## src/rtl/dppm_tx.sv

```systemverilog
// Differential PPM transmitter: a reference pulse, then per symbol a gap of SLOT_BASE+v*SLOT_STEP clocks and a pulse.
// Latency: reference pulse starts the cycle after acceptance; frame = (NSYM+1)*PULSE_WIDTH + sum(gaps) + 1 cycles.
// Backpressure: data_ready is high only in IDLE/DONE; data_valid while not ready is dropped, never queued.
module dppm_tx #(
  parameter int PACKET_SIZE  = 32,
  parameter int SYMBOL_BITS  = 1,
  parameter int COUNTER_SIZE = 16,
  parameter int SLOT_BASE    = 4,
  parameter int SLOT_STEP    = 4,
  parameter int PULSE_WIDTH  = 1,
  parameter int LED_ACTIVE   = 1,
  parameter int MSB_FIRST    = 0
) (
  input  logic                   clock,
  input  logic                   reset,
  input  logic [PACKET_SIZE-1:0] data,
  input  logic                   data_valid,
  output logic                   data_ready,
  output logic                   led,
  output logic                   busy,
  output logic                   done
);

  localparam int     NSYM    = PACKET_SIZE / SYMBOL_BITS;
  localparam int     SYM_W   = (NSYM > 1) ? $clog2(NSYM) : 1;
  localparam logic   LED_ON  = (LED_ACTIVE != 0);
  localparam logic   LED_OFF = (LED_ACTIVE == 0);
  localparam longint CNT_MAX = (longint'(1) << COUNTER_SIZE) - 1;
  localparam longint GAP_MAX = longint'(SLOT_BASE)
                             + longint'((1 << SYMBOL_BITS) - 1) * longint'(SLOT_STEP);

  // Counter loads hold "cycles remaining minus one"; a state ends when the count reaches zero.
  localparam logic [COUNTER_SIZE-1:0] PULSE_LOAD = COUNTER_SIZE'(PULSE_WIDTH - 1);
  localparam logic [SYM_W-1:0]        LAST_SYM   = SYM_W'(NSYM - 1);

  // Reject parameter sets the counter or symbol slicing cannot represent.
  if (SYMBOL_BITS != 1 && SYMBOL_BITS != 2) begin : g_bad_symbol_bits
    $error("dppm_tx: SYMBOL_BITS must be 1 or 2");
  end
  if (PACKET_SIZE < SYMBOL_BITS || (PACKET_SIZE % SYMBOL_BITS) != 0) begin : g_bad_packet_size
    $error("dppm_tx: PACKET_SIZE must be a non-zero multiple of SYMBOL_BITS");
  end
  if (SLOT_BASE < 1) begin : g_bad_slot_base
    $error("dppm_tx: SLOT_BASE must be at least 1");
  end
  if (PULSE_WIDTH < 1) begin : g_bad_pulse_min
    $error("dppm_tx: PULSE_WIDTH must be at least 1");
  end
  if (longint'(PULSE_WIDTH) > CNT_MAX) begin : g_bad_pulse_max
    $error("dppm_tx: PULSE_WIDTH does not fit the interval counter");
  end
  if (GAP_MAX > CNT_MAX) begin : g_bad_gap_max
    $error("dppm_tx: longest gap does not fit the interval counter");
  end

  typedef enum logic [2:0] {
    S_IDLE  = 3'd0,
    S_START = 3'd1,
    S_GAP   = 3'd2,
    S_PULSE = 3'd3,
    S_DONE  = 3'd4
  } state_t;

  state_t                  state_q, state_d;
  logic [COUNTER_SIZE-1:0] cnt_q, cnt_d;
  logic [PACKET_SIZE-1:0]  sr_q, sr_d;
  logic [SYM_W-1:0]        sym_q, sym_d;
  logic                    led_q, led_d;
  logic                    busy_q, busy_d;
  logic                    done_q, done_d;
  logic                    ready_q, ready_d;
  logic                    accept;

  // Symbol currently at the transmit end of the shift register.
  function automatic logic [SYMBOL_BITS-1:0] cur_sym(input logic [PACKET_SIZE-1:0] sr);
    if (MSB_FIRST != 0) return sr[PACKET_SIZE-1 -: SYMBOL_BITS];
    else                return sr[SYMBOL_BITS-1:0];
  endfunction

  // Shift register after consuming one symbol.
  function automatic logic [PACKET_SIZE-1:0] next_sr(input logic [PACKET_SIZE-1:0] sr);
    if (MSB_FIRST != 0) return sr << SYMBOL_BITS;
    else                return sr >> SYMBOL_BITS;
  endfunction

  // Counter load for a gap carrying symbol value v.
  function automatic logic [COUNTER_SIZE-1:0] gap_load(input logic [SYMBOL_BITS-1:0] v);
    return COUNTER_SIZE'(SLOT_BASE - 1) + COUNTER_SIZE'(v) * COUNTER_SIZE'(SLOT_STEP);
  endfunction

  // Next-state, counter reload and symbol sequencing.
  always_comb begin
    state_d = state_q;
    cnt_d   = cnt_q;
    sr_d    = sr_q;
    sym_d   = sym_q;
    accept  = data_valid && ready_q;

    case (state_q)
      S_IDLE, S_DONE: begin
        if (accept) begin
          state_d = S_START;
          sr_d    = data;
          sym_d   = '0;
          cnt_d   = PULSE_LOAD;
        end else begin
          state_d = S_IDLE;
          cnt_d   = '0;
        end
      end
      S_START: begin
        if (cnt_q == '0) begin
          state_d = S_GAP;
          cnt_d   = gap_load(cur_sym(sr_q));
        end else begin
          cnt_d = cnt_q - 1'b1;
        end
      end
      S_GAP: begin
        if (cnt_q == '0) begin
          state_d = S_PULSE;
          cnt_d   = PULSE_LOAD;
        end else begin
          cnt_d = cnt_q - 1'b1;
        end
      end
      S_PULSE: begin
        if (cnt_q == '0) begin
          if (sym_q == LAST_SYM) begin
            state_d = S_DONE;
            cnt_d   = '0;
          end else begin
            state_d = S_GAP;
            sym_d   = sym_q + 1'b1;
            sr_d    = next_sr(sr_q);
            cnt_d   = gap_load(cur_sym(next_sr(sr_q)));
          end
        end else begin
          cnt_d = cnt_q - 1'b1;
        end
      end
      default: begin
        state_d = S_IDLE;
        cnt_d   = '0;
      end
    endcase
  end

  // Outputs are decoded from the next state so they register alongside it.
  always_comb begin
    led_d   = (state_d == S_START || state_d == S_PULSE) ? LED_ON : LED_OFF;
    busy_d  = (state_d != S_IDLE);
    done_d  = (state_d == S_DONE);
    ready_d = (state_d == S_IDLE || state_d == S_DONE);
  end

  // State and registered outputs; reset drops any frame in flight with no done pulse.
  always_ff @(posedge clock or negedge reset) begin
    if (!reset) begin
      state_q <= S_IDLE;
      cnt_q   <= '0;
      sr_q    <= '0;
      sym_q   <= '0;
      led_q   <= LED_OFF;
      busy_q  <= 1'b0;
      done_q  <= 1'b0;
      ready_q <= 1'b1;
    end else begin
      state_q <= state_d;
      cnt_q   <= cnt_d;
      sr_q    <= sr_d;
      sym_q   <= sym_d;
      led_q   <= led_d;
      busy_q  <= busy_d;
      done_q  <= done_d;
      ready_q <= ready_d;
    end
  end

  assign data_ready = ready_q;
  assign led        = led_q;
  assign busy       = busy_q;
  assign done       = done_q;

endmodule
```

## config.mk

```make
export PLATFORM = sky130hd
export DESIGN_NAME = dppm_tx
export DESIGN_NICKNAME = d
export VERILOG_FILES = /design/src/rtl/dppm_tx.sv
export SDC_FILE = /design/constraint.sdc
export NUM_CORES = 1
export LEC_CHECK = 0
export BUFFER_PORTS_ARGS = -buffer_cell sky130_fd_sc_hd__buf_4
export CAP_MARGIN = 5
export CORE_MARGIN = 3
export CORE_UTILIZATION = 57
export DETAILED_ROUTE_END_ITERATION = 16
export PLACE_DENSITY_LB_ADDON = 0.08
export REMOVE_ABC_BUFFERS = 1
export SETUP_SLACK_MARGIN = 0.15
export SYNTH_ARGS = -nofsm -noshare
export SYNTH_HDL_FRONTEND = slang
export SYNTH_SLANG_ARGS = --single-unit
```

## constraint.sdc

```tcl
create_clock -name clock -period 2.4 [get_ports clock]
set_input_delay 0.24 -clock clock [delete_from_list [all_inputs] [get_ports clock]]
set_output_delay 0.24 -clock clock [all_outputs]
set_load 0.02 [all_outputs]
```

* Word level (Yosys, flattened, before mapping)
Cells that the tools add are included.
** Cells by class
- Add/subtract/negate cells :: 4
- Equal/unequal tests :: 11
- Muxes and demuxes :: 25
- Reductions and logical operators :: 10
** Operators with widths (number)
- $mux 32 :: 3
- $pmux 32 s2 :: 1
- $mux 16 :: 3
- $pmux 16 s3 :: 1
- $logic_not 16->1 :: 1
- $sub 16x1->16 const B :: 1
- $mux 5 :: 3
- $mux 3 :: 4
- $pmux 3 s4 :: 1
- $pmux 5 s2 :: 1
- $eq 3x2->1 const B :: 3
- $add 2x3->4 const A :: 2
- $mux 1 :: 7
- $eq 3x1->1 const B :: 2
- $eq 3x3->1 const B :: 2
- $logic_not 3->1 :: 2
- $ne 2x2->1 const B :: 3
- $add 5x1->5 const B :: 1
- $eq 5x5->1 const B :: 1
- $mux 4 :: 1
- $reduce_and 4->1 :: 1
- $reduce_bool 3->1 :: 1
- $logic_or 1x1->1 :: 2
- $reduce_bool 2->1 :: 1
- 2 further kinds :: 2
** Word-level totals
- Register bits :: 60

* Depth between registers and ports, before layout
- Depth after elaboration :: 8
- Gate-level depth with buffers :: 8
- Gate-level depth less buffers :: 7

* Least setup slack after synthesis
Ideal clock, no wire load.
- Kind :: reg-to-reg
- From :: reg sym_q[0]
- To :: reg sr_q[0]
- Arrival time :: 1902 ps
- Setup slack :: 368 ps
- Stages on the path, launching flop included :: 9
- Buffers on the path :: 1
- Clock period less this slack :: 2032 ps
- Path through :: dfrtp_1 ha_1 and3_1 ha_1 and4bb_2 nor2_1 a21oi_2 buf_4 o211ai_1
** Between the ends
- Cells in the longest elaborated chain, start to end :: 3
** RTL lines
- from (decl) :: RTL line 67 : logic [SYM_W-1:0] sym_q, sym_d;
- from (signal assigned) :: RTL line 172 : sym_q <= sym_d;
- $eq 5x5->1 :: RTL line 129 : if (sym_q == LAST_SYM) begin
- $ne 2x2->1 (no source line)
- $reduce_and 4->1 (no source line)
- to (signal assigned) :: RTL line 171 : sr_q <= sr_d;
- to (decl) :: RTL line 66 : logic [PACKET_SIZE-1:0] sr_q, sr_d;
No other way between the ends.
A chain may end at the register's enable or synchronous reset.

* Worst setup path in the final report
- From :: reg sym_q[0]
- To :: reg sr_q[11]
Same word-level chain as after synthesis.

==> out/metrics.cfg <==
[run_status]
status = finished clean

[synth]
synth_edf_count = 0
synth_cell_type_count = 47
avgSynthCellArea_sq_um = 9.81
yosysTopAreaCellShare_pct = 49.0
synth_mux_area_share_pct = 0.374
synth-xor-area-share_pct = 3.49
synth-compound-area-share_pct = 19.8
synth_warnings = 0
yosysTopAreaCell = dfrtp_1
ys_seq_elements = 60
ys.flop_type = dfrtp_1
synthSimpleGateAreaFrac_pct = 19.9
yosysSeqAreaShare_pct = 49.9
netlist_area_sq_mm = 0.00301
postSynthCellCount = 307
synth_area_leaders = dfrtp_1 49%, nor2_1 9.7%, o22a_1 8.7%, a21oi_1 6.3%, xor2_1 2.6%
synth_top_family_by_area = simple AND/OR/NAND/NOR gates
ys_async_sr_fraction_pct = 100
synth-adder-area-share_pct = 1.66

[finish]
drive_gt1_share_pct = 22.8
diodes = 0
layout_commonest_cell = nor2_1
multiInputGateArea_sq_mm = 0.00137
num-nets-final = 385
seq_area_sq_mm = 0.00150
syn_to_final_growth_pct = 19.7
fillCellCount = 367
layout_common_cells = 77 x nor2_1, 59 x dfrtp_1, 48 x buf_4

[timing]
tightest_slew_ns = 0.736
fmax_mhz = 490
post-route-period-util_pct = 85.0
finalSetupViolations = 0
slew_headroom_pct = 51.0
finalHoldViolations = 0
worst_hold_slack_ns = 0.136
clock_skew_ns = 0.00754
finalMaxSlewViolations = 0
fin_tns_setup_ns = 0
period_minus_slack_ns = 2.04
rsz0062_at_grt = false

[worst_hold_path]
hp-class = in -> reg

[clock_network]
cts.path.max_buffers = 2
cts_tree = done
clk_latency_ns = 0.33
htree_levels = 3
clkSinkCount = 60
clk_pin_slew_ns = 0.07
numCtsBuffers = 9
cts_root_buf = clkbuf_8

[place]
port_buffers = 38
routabilityCongestion = 0.769
dp_hpwl_um = 3950

[routing]
drt_iter0_drc = 184
vias_per_cell = 5.63
drcViolationCount = 0
wl_um = 6090
first_pass_iters = 4
wl_per_cell_um = 14.6
ant_nets = 0
vias = 2352

[critical_path]
critPathArrivalTime_ns = 2.31
critPathMaxStageDelay_ns = 0.39
worst_ep_required_time_ns = 2.67
cp_max_fo = 31
criticalPathCategory = reg -> reg
crit_chain = ha_1 -> and3_1 -> ha_1 -> and4bb_2 -> nor2_2 -> a21oi_2 -> buf_12 -> o22a_1
setup.worst_path.start_class = flip-flop
worst_setup_path_end_kind = flip-flop
worst_path_max_delay_cell = dfrtp_1
critPathBufInv = 1
crit_family = simple AND/OR/NAND/NOR gates
cp_common_cell = ha_1

[floorplanning]
pin_count = 39
dieArea_sq_mm = 0.00619
core-area_sq_mm = 0.00491
die_x_um = 78.7
initial_core_util_pct = 61.3
rows = 25
die_y_um = 78.7

[global_routing]
groute.usage.overall_pct = 21.3
first_global_vias = 2331
grt_antenna_before_repair = 0
grt-ovfl-total = 0
grt_pass1_wl_um = 10500
grt_start_max_net_pins = 61

[power_and_ir_drop]
power_density_mw_per_mm2 = 1350
report.power.total_mw = 4.85
peakVddDrop_v = 0.000942
leakage_nw = 1.59

[job]
cap_violations = 0

==> report_power, final <==
| part | internal, mW | switching (mW) |
|---|---|---|
| registers | 1.46 | 0.327 |
| logic | 0.961 | 1.12 |
| clock network | 0.608 | 0.377 |
==> final cells by class <==
cell class | count | share of cell area (%)
clock buffers | 11 | 3.92
flip-flops and latches | 60 | 41.7
repair buffers | 51 | 11.4
clock inverters | 5 | 2.08
multi-input cells | 219 | 38.0
inverters | 5 | 0.521
well taps | 67 | 2.33
==> per-stage QoR <==
step	util [%]	std cells	area [sq um]	setup slack (ns)
2_1_floorplan	-	284	2880	-0.820
3_3_place_gp	68.6	401	3370	0.321
3_5_place_dp	68.6	401	3370	0.312
4_1_cts	73.2	418	3600	0.286
5_1_grt	73.4	418	3600	0.254
6_report	73.4	418	3600	0.359
==> kinds of logic (layout without fill, tap and decap cells) <==
group | Yosys count | in the layout
mux | 1 | 1
simple gates | 117 | 117
flops | 60 | 60
compound gates | 85 | 85
buf+inv | 28 | 72
fa+ha+maj | 4 | 4
xor+xnor | 12 | 12
==> metal layers <==
metal | vias to the layer above | GRT usage [%] | share of wire (%)
met3 | 6 | 3.78 | 3.3
li1 | 1180 | - | -
met1 | 1126 | 27.6 | 46
met4 | 0 | 9.09 | 1.2
met5 | - | 0 | 0
met2 | 40 | 35.1 | 50
==> final timing paths <==
check / startpoint / to / slack [ns] / depth (start not counted)
worst max register to register: sym_q[0]$_DFFE_PN0P_ / sr_q[11]$_DFFE_PN0P_ / 0.36 / 8
worst min-delay path: data[31] / sr_q[31]$_DFFE_PN0P_ / 0.14 / 2
worst max-delay path: sym_q[0]$_DFFE_PN0P_ / sr_q[11]$_DFFE_PN0P_ / 0.36 / 8
worst min register to register: sr_q[22]$_DFFE_PN0P_ / sr_q[22]$_DFFE_PN0P_ / 0.51 / 1
max in group asynchronous: reset / led$_DFF_PN0_ / 1.39 / 2
min in group asynchronous: reset / cnt_q[4]$_DFF_PN0_ / 0.52 / 2
==> cell usage after synthesis, types with 4 or more instances <==
cell type and n:
a21oi_1 38, and3_1 4, buf_2 6, buf_4 5
clkbuf_1 10, dfrtp_1 59, ha_1 4, inv_1 5
nand2_1 5, nand3b_1 4, nand4_1 4, nor2_1 78
o22a_1 30, xor2_1 9
==> registers in the layout, indices dropped and copies added (netlist names) <==
register,flops
busy,1
cnt_q,16
data_ready,1
done,1
led,1
sr_q,32
state_q,3
sym_q,5
==> repair_timing <==
action | in CTS | in global routing
endpoints found under the hold margin | 8 | 0
setup endpoints to repair | 0 | 24
hold buffers | 1 | 0
resized for setup | 0 | 1
buffers inserted | 0 | 0
Note: power is estimated with default switching activity, not from simulation.
